==> src/rtl/tetris_pkg.sv <==
// Shared board geometry, controller state encoding and line-clear score table.
package tetris_pkg;

  localparam int DEF_BOARD_W = 10;
  localparam int DEF_BOARD_H = 20;

  typedef enum logic [1:0] {
    ST_IDLE  = 2'd0,
    ST_SCAN  = 2'd1,
    ST_SHIFT = 2'd2,
    ST_DONE  = 2'd3
  } lc_state_t;

  function automatic logic [3:0] score_for(input logic [4:0] n);
    case (n)
      5'd0:    score_for = 4'd0;
      5'd1:    score_for = 4'd1;
      5'd2:    score_for = 4'd3;
      5'd3:    score_for = 4'd5;
      default: score_for = 4'd8;
    endcase
  endfunction

endpackage

==> src/rtl/board_shift_down.sv <==
// Combinational collapse of one row: rows 1..ptr take the row above them,
// row 0 becomes empty, rows below ptr pass through.
module board_shift_down #(
  parameter int BOARD_W = 10,
  parameter int BOARD_H = 20,
  parameter int PTR_W   = 5
) (
  input  logic [BOARD_W*BOARD_H-1:0] board,
  input  logic [PTR_W-1:0]           ptr,
  output logic [BOARD_W*BOARD_H-1:0] shifted
);

  generate
    for (genvar gi = 0; gi < BOARD_H; gi++) begin : g_row
      if (gi == 0) begin : g_top
        // The pointer is never negative, so the top row always empties.
        assign shifted[0 +: BOARD_W] = '0;
      end else begin : g_rest
        assign shifted[gi*BOARD_W +: BOARD_W] = (PTR_W'(gi) > ptr)
                                              ? board[gi*BOARD_W +: BOARD_W]
                                              : board[(gi-1)*BOARD_W +: BOARD_W];
      end
    end
  endgenerate

endmodule

==> src/rtl/line_clear_ctrl.sv <==
// Scans a placed-piece board bottom-up, collapsing full rows one at a time,
// then reports the batch size, its score and a saturating lifetime line count.
module line_clear_ctrl
  import tetris_pkg::*;
#(
  parameter int BOARD_W = DEF_BOARD_W,
  parameter int BOARD_H = DEF_BOARD_H
) (
  input  logic                       clk,
  input  logic                       rst,
  input  logic                       start,
  input  logic [BOARD_W*BOARD_H-1:0] board_in,
  output logic                       busy,
  output logic                       done,
  output logic                       board_we,
  output logic [BOARD_W*BOARD_H-1:0] board_out,
  output logic [4:0]                 lines_cleared,
  output logic [3:0]                 score_add,
  output logic [15:0]                total_lines
);

  localparam int PTR_W = (BOARD_H > 1) ? $clog2(BOARD_H) : 1;
  localparam int CELLS = BOARD_W * BOARD_H;

  lc_state_t state_reg, state_next;

  logic [CELLS-1:0] work_reg;
  logic [CELLS-1:0] shifted;
  logic [PTR_W-1:0] row_ptr_reg;
  logic [4:0]       batch_reg;
  logic [4:0]       lines_reg;
  logic [3:0]       score_reg;
  logic [15:0]      total_reg;
  logic [16:0]      total_sum;
  logic             row_full;
  logic             scan_last;

  assign row_full  = &work_reg[int'(row_ptr_reg)*BOARD_W +: BOARD_W];
  assign scan_last = (state_reg == ST_SCAN) && !row_full && (row_ptr_reg == '0);
  assign total_sum = {1'b0, total_reg} + 17'(batch_reg);

  board_shift_down #(
    .BOARD_W (BOARD_W),
    .BOARD_H (BOARD_H),
    .PTR_W   (PTR_W)
  ) u_shift (
    .board   (work_reg),
    .ptr     (row_ptr_reg),
    .shifted (shifted)
  );

  always_ff @(posedge clk) begin
    if (rst) state_reg <= ST_IDLE;
    else     state_reg <= state_next;
  end

  always_comb begin
    state_next = state_reg;
    case (state_reg)
      ST_IDLE:  if (start) state_next = ST_SCAN;
      ST_SCAN: begin
        if (row_full)                state_next = ST_SHIFT;
        else if (row_ptr_reg == '0)  state_next = ST_DONE;
      end
      ST_SHIFT: state_next = ST_SCAN;
      ST_DONE:  state_next = ST_IDLE;
      default:  state_next = ST_IDLE;
    endcase
  end

  always_comb begin
    busy     = 1'b0;
    done     = 1'b0;
    board_we = 1'b0;
    if (!rst) begin
      busy     = (state_reg != ST_IDLE);
      done     = (state_reg == ST_DONE);
      board_we = (state_reg == ST_DONE);
    end
  end

  // Batch results are latched on the way into DONE so they are valid alongside done.
  always_ff @(posedge clk) begin
    if (rst) begin
      work_reg    <= '0;
      row_ptr_reg <= '0;
      batch_reg   <= '0;
      lines_reg   <= '0;
      score_reg   <= '0;
      total_reg   <= '0;
    end else begin
      case (state_reg)
        ST_IDLE: begin
          if (start) begin
            work_reg    <= board_in;
            row_ptr_reg <= PTR_W'(BOARD_H - 1);
            batch_reg   <= '0;
          end
        end
        ST_SCAN: begin
          if (row_full)                 batch_reg   <= batch_reg + 5'd1;
          else if (row_ptr_reg != '0)   row_ptr_reg <= row_ptr_reg - 1'b1;
          if (scan_last) begin
            lines_reg <= batch_reg;
            score_reg <= score_for(batch_reg);
            total_reg <= total_sum[16] ? 16'hFFFF : total_sum[15:0];
          end
        end
        ST_SHIFT: work_reg <= shifted;
        default: ;
      endcase
    end
  end

  assign board_out     = work_reg;
  assign lines_cleared = lines_reg;
  assign score_add     = score_reg;
  assign total_lines   = total_reg;

endmodule

==> config.mk <==
export PLATFORM = sky130hd
export DESIGN_NAME = line_clear_ctrl
export DESIGN_NICKNAME = d
export VERILOG_FILES = /design/src/rtl/tetris_pkg.sv /design/src/rtl/board_shift_down.sv /design/src/rtl/line_clear_ctrl.sv
export SDC_FILE = /design/constraint.sdc
export NUM_CORES = 1
export LEC_CHECK = 0
export ABC_AREA = 0
export BUFFER_PORTS_ARGS = -buffer_cell sky130_fd_sc_hd__buf_2
export CAP_MARGIN = 15
export CORE_MARGIN = 1.5
export CORE_UTILIZATION = 26
export DETAILED_ROUTE_END_ITERATION = 16
export GPL_ROUTABILITY_DRIVEN = 0
export SETUP_SLACK_MARGIN = 0.3
export SYNTH_ARGS = -nofsm -noshare
export SYNTH_HDL_FRONTEND = slang
export SYNTH_HIERARCHICAL = 1
export SYNTH_SLANG_ARGS = --single-unit
==> constraint.sdc <==
create_clock -name clk -period 2.4 [get_ports clk]
set_clock_uncertainty 0.05 [all_clocks]
set_input_delay 0.48 -clock clk [delete_from_list [all_inputs] [get_ports clk]]
set_output_delay 0.48 -clock clk [all_outputs]
set_load 0.005 [all_outputs]
### Word-level counts from Yosys, hierarchy flattened

Cells that the tools add are included.
Widths: inputs -> output; s select.

* register bits: 237
* input bits: 203
* output and inout bits: 228

* add/sub/neg operators: 3
* multiply operators: 1
* order comparisons: 19
* eq/ne operators: 30
* shifts and indexed selects: 1
* multiplexer cells: 36
* reductions and logical operators: 35

Operators with widths (count)
* $pmux 200 s2: 1
* $mux 200: 1
* $shiftx 200x10->10: 1
* $mux 10: 19
* $reduce_and 3->1: 20
* $ne 2x2->1 const B: 22
* $gt 4x5->1 const A: 8
* $mux 5: 5
* $gt 3x5->1 const A: 4
* $gt 5x5->1 const A: 4
* $pmux 5 s2: 2
* $add 16x5->17: 1
* $mux 16: 1
* $pmux 4 s4: 1
* $eq 5x2->1 const B: 2
* $gt 2x5->1 const A: 2
* $logic_not 5->1: 2
* $reduce_and 10->1: 1
* $mul 5x3->8 const B: 1
* $pmux 2 s4: 1
* $mux 2: 3
* $reduce_and 2->1: 3
* $reduce_bool 2->1: 3
* $add 5x1->5 const B: 1
* other kinds (13): 16

### Logic depth before layout (Yosys ltp)

* depth after elaboration: 7
* gate-level depth with buffers: 11
* gate-level depth less buffers: 10

### Hierarchy

The synthesis kept the hierarchy.

By module, submodules not included
* line_clear_ctrl: instances 1, cells each 1852, area an instance 13730.7 um2
* board_shift_down: instances 1, cells each 237, area an instance 2571.2 um2

### Worst setup path after synthesis

No wires, ideal clock.

* path kind: reg-to-reg
* from: reg row_ptr_reg[2]
* to: reg score_reg[0] (netlist: score_add[0])
* library setup time: 0.070 ns
* arrival time: 2.345 ns
* slack: -0.065 ns
* cell stages (with the launch flop): 9
* clock period less this slack: 2.465 ns
* cell sequence: dfxtp_1 -> buf_2 -> o21ai_0 -> or4_1 -> o2111ai_2 -> o21a_1 -> o21ai_2 -> or4_1 -> a21oi_1

* longest elaborated chain between the ends: 7

RTL lines
* start: declaration: line line_clear_ctrl.sv:29 `logic [PTR_W-1:0] row_ptr_reg;`
* start signal: assignment: line line_clear_ctrl.sv:96 `row_ptr_reg <= PTR_W'(BOARD_H - 1);`
* start signal: assignment: line line_clear_ctrl.sv:102 `else if (row_ptr_reg != '0) row_ptr_reg <= row_ptr_reg - 1'b1;`
* $mul 5x3->8: line line_clear_ctrl.sv:38 `assign row_full = &work_reg[int'(row_ptr_reg)*BOARD_W +: BOARD_W];`
* $shiftx 200x10->10: line line_clear_ctrl.sv:38
* $reduce_and 10->1: line line_clear_ctrl.sv:38
* $logic_not 1->1: line line_clear_ctrl.sv:39 `assign scan_last = (state_reg == ST_SCAN) && !row_full && (row_ptr_reg == '0);`
* $logic_and 1x1->1: line line_clear_ctrl.sv:39
* $logic_and 1x1->1 *: line line_clear_ctrl.sv:39
* $reduce_and 2->1 (no source line) *
* end signal: assignment: line line_clear_ctrl.sv:105 `score_reg <= score_for(batch_reg);`
* end: declaration: line line_clear_ctrl.sv:32 `logic [3:0] score_reg;`

Every way passes the cells marked *; elsewhere a longest branch is shown, timed or not.
A chain may end at the register's enable or synchronous reset.

### Final worst setup path

* from: reg row_ptr_reg[0]
* to: reg score_reg[0] (netlist: score_add[0])

The elaborated chain is that of the path after synthesis.

==> flow_summary.yaml <==
timing:
  setup_viol: 32
  fin_crit_sh_pct: 106.4
  worst_slack_ns: -0.1541
  tightest_slew_ns: 0.8731
  rsz0062_at_grt: "true"
  period_minus_slack_ns: 2.554
  slew_headroom_pct: 41.79
  timing.hold.ws_ns: 0.2858
  maxSlewViolCount: 0
  fmax_ghz: 0.3915
  hold_violations: 0
clock_tree:
  clock_path_buffers: 3
  numCtsBuffers: 30
  clock_latency_ns: 0.58
  cts_root_buffer: "clkbuf_16"
  cts_tree: "done"
  clk_pin_slew_ns: 0.06
  cts.sinks: 237
  cts_max_level: 1
final_layout:
  finish.utilization_pct: 37.67
  layout-drive-gt1-share_pct: 47.72
  nets: 2893
  largest_register_ffs: 200
  areaGrowthSynthToFinish_pct: 42.85
  fill_cells: 6377
pwr:
  leakagePower_nw: 10.52
  p_sw_share_pct: 34.76
  p_switching_mw: 5.367
  power_frac_comb_pct: 40.0
  peakVddDrop_mv: 0.3983
  power_density_nw_per_um2: 663.1
  p_seq_share_pct: 30.4
  clkPwrFrac_pct: 29.6
  internal_power_mw: 10.07
global_route:
  overflow: 0
  first_global_vias: 16840
  grt_usage_pct: 20.38
  use_met2_pct: 34.17
  use_met1_pct: 27.20
  met3_usage_pct: 3.043
  grt-busiest-layer: "met2"
  grt_pass1_wl_um: 102600
  grt_max_degree: 151
  antenna_found_initial: 2
floorplanning:
  fp.dieArea_um2: 64210
  chipHeight_um: 253.4
  initial_core_util_pct: 26.37
  ioPinCount: 431
  fp.coreArea_um2: 61830
  dieWidth_um: 253.4
  row_count: 91
synthesis:
  synth_edf_count: 0
  synth.area.top_cells: "dfxtp_1 (29%), o221a_2 (14%), mux2_2 (13%)"
  syn_inst: 2089
  synth_area_leader_cell: "dfxtp_1"
  netlist_area_um2: 16300
  syn_area_per_cell_um2: 7.804
  synth_warnings: 6
  ys.flop_type: "dfxtp_1"
  ys_types: 75
  ys_async_sr_fraction_pct: 0
  synth_seq_cells: 237
  ys_seq_area_share_pct: 29.10
  yosysTopAreaCellShare_pct: 29.10
worst_setup_path:
  arrival_ns: 3.02
  slowest_delay_ns: 0.39
  worstPathRequired_ns: 2.86
  start_kind: "flip-flop"
  crit_fanout: 6
  critPathKind: "reg -> reg"
  slowest_stage: "dfxtp_4"
  cp_common_cell: "buf_6"
  path_cells: "buf_6 -> o31ai_2 -> mux4_2 -> mux2i_4 -> or2_2 -> o21ai_4 -> buf_6 -> o21ai_0 -> a21oi_2"
  ff2ff_setup_slack_ns: -0.15
  critPathCaptureType: "flip-flop"
detailed_routing:
  via_per_inst: 5.045
  num_vias: 17860
  routed_wl_um: 70430
  drcViolationCount: 0
  wl_per_cell_um: 19.90
  drtAntennaViolNets: 0
  first_iter_violations: 1369
  drtPass1Iterations: 5
placed_design:
  portBuffers: 430
  dp_hpwl_um: 48910
min_path:
  min_path_type: "in -> reg"
status:
  status: "complete, but fails checks"
  failed_checks: "negative setup slack"
run:
  maxCapViolCount: 0
-- worst max-delay path, delay by kind of cell (launching register included) --
kind | cells | cell delay (ns)
muxes | 2 | 0.43
AOI/OAI and AO/OA | 4 | 0.97
buffers and inverters | 2 | 0.31
DFF | 1 | 0.39
and+or+nand+nor | 1 | 0.34
-- layout by cell type (no fill, tap or decap), types with 39 or more instances in the layout --
| cell | Yosys | final |
|---|---|---|
| buf_2 | 12 | 428 |
| dfxtp_1 | 237 | 229 |
| a21oi_1 | 391 | 378 |
| mux2_2 | 191 | 159 |
| nand4_1 | 44 | 44 |
| o221a_2 | 200 | 190 |
| nor2_1 | 397 | 388 |
| inv_1 | 174 | 173 |
| nor2b_1 | 43 | 39 |
| buf_4 | 14 | 258 |
-- Yosys cell counts (all sizes together), types with 5 or more instances --
cell type,count
mux2,192
a211oi,10
nor2,400
and2,5
buf,51
nand2b,5
ha,11
o31ai,13
clkbuf,142
and3,5
o221a,200
a41oi,6
a31oi,8
nor3,9
dfxtp,237
inv,176
nand3,18
nand4,44
a21oi,394
nor2b,43
or4,6
nand2,23
nor4,7
o21bai,5
o21ai,22
a311oi,10
-- metal layers --
layer / share of wire, % / up-vias
met5: 0 / -
met4: 2.1 / 0
met3: 6.0 / 85
met2: 48 / 552
met1: 44 / 8507
li1: - / 8717
-- worst paths after layout --
path,startpoint,endpoint,depth (start not counted)
worst min-delay path,rst,total_lines[13]$_SDFFE_PP0P_,3
worst max-delay path,row_ptr_reg[0]$_SDFFE_PP0P_,score_add[0]$_SDFFE_PP0P_,9
worst max register to register,row_ptr_reg[0]$_SDFFE_PP0P_,score_add[0]$_SDFFE_PP0P_,9
worst min register to register,lines_cleared[2]$_SDFFE_PP0P_,lines_cleared[2]$_SDFFE_PP0P_,2
-- final cells by class --
| cell class | instances | area, um2 | area share, % |
|---|---|---|---|
| Antenna cell | 2 | 5.005 | 0.02149 |
| Clock buffer | 46 | 902.1 | 3.874 |
| Clock inverter | 9 | 81.33 | 0.3492 |
| Inverter | 176 | 668.1 | 2.869 |
| Multi-Input combinational cell | 1493 | 10800 | 46.36 |
| Sequential cell | 237 | 4770 | 20.48 |
| Tap cell | 837 | 1047 | 4.497 |
| Timing Repair Buffer | 740 | 5019 | 21.55 |
-- cells by family after synthesis --
group | synth area share, %
other cells | 0.02300
compound gates | 31.03
buf+inv | 9.141
fa+ha+maj | 0.9671
simple gates | 15.70
xor+xnor | 0.1612
mux | 13.88
flops | 29.10
-- through the flow --
stage | cell area, um2 | std cells | total power [mW] | setup WS, ns | TNS, ns
final | 23290 | 3540 | 15.44 | -0.1541 | -2.612
after global routing | 23290 | 3540 | 16.25 | -0.2348 | -6.056
after CTS | 22700 | 3524 | 15.26 | -0.09297 | -1.612
after detailed placement | 21140 | 3451 | 10.35 | -0.2715 | -5.162
after global placement | 21140 | 3451 | 10.30 | -0.2381 | -4.246
after floorplan | 16460 | 2098 | 7.993 | 0.08784 | 0
-- power groups by stage --
stage | logic (mW) | clock network, mW | registers (mW)
after CTS | 5.88 | 4.69 | 4.69
after global placement | 5.53 | 0 | 4.77
final | 6.17 | 4.57 | 4.70
after global routing | 6.65 | 4.85 | 4.74
after detailed placement | 5.58 | 0 | 4.77
after floorplan | 3.05 | 0 | 4.95
-- timing repair --
item                                   CTS  global route
gates resized for setup                 80            89
endpoints found under the hold margin    0             0
buffers inserted                        13             9
hold buffers                             0             0
gates cloned                             5             5
setup endpoints to repair               65            97
pin swaps                               34            47
Power figures use the tool's default switching activity.
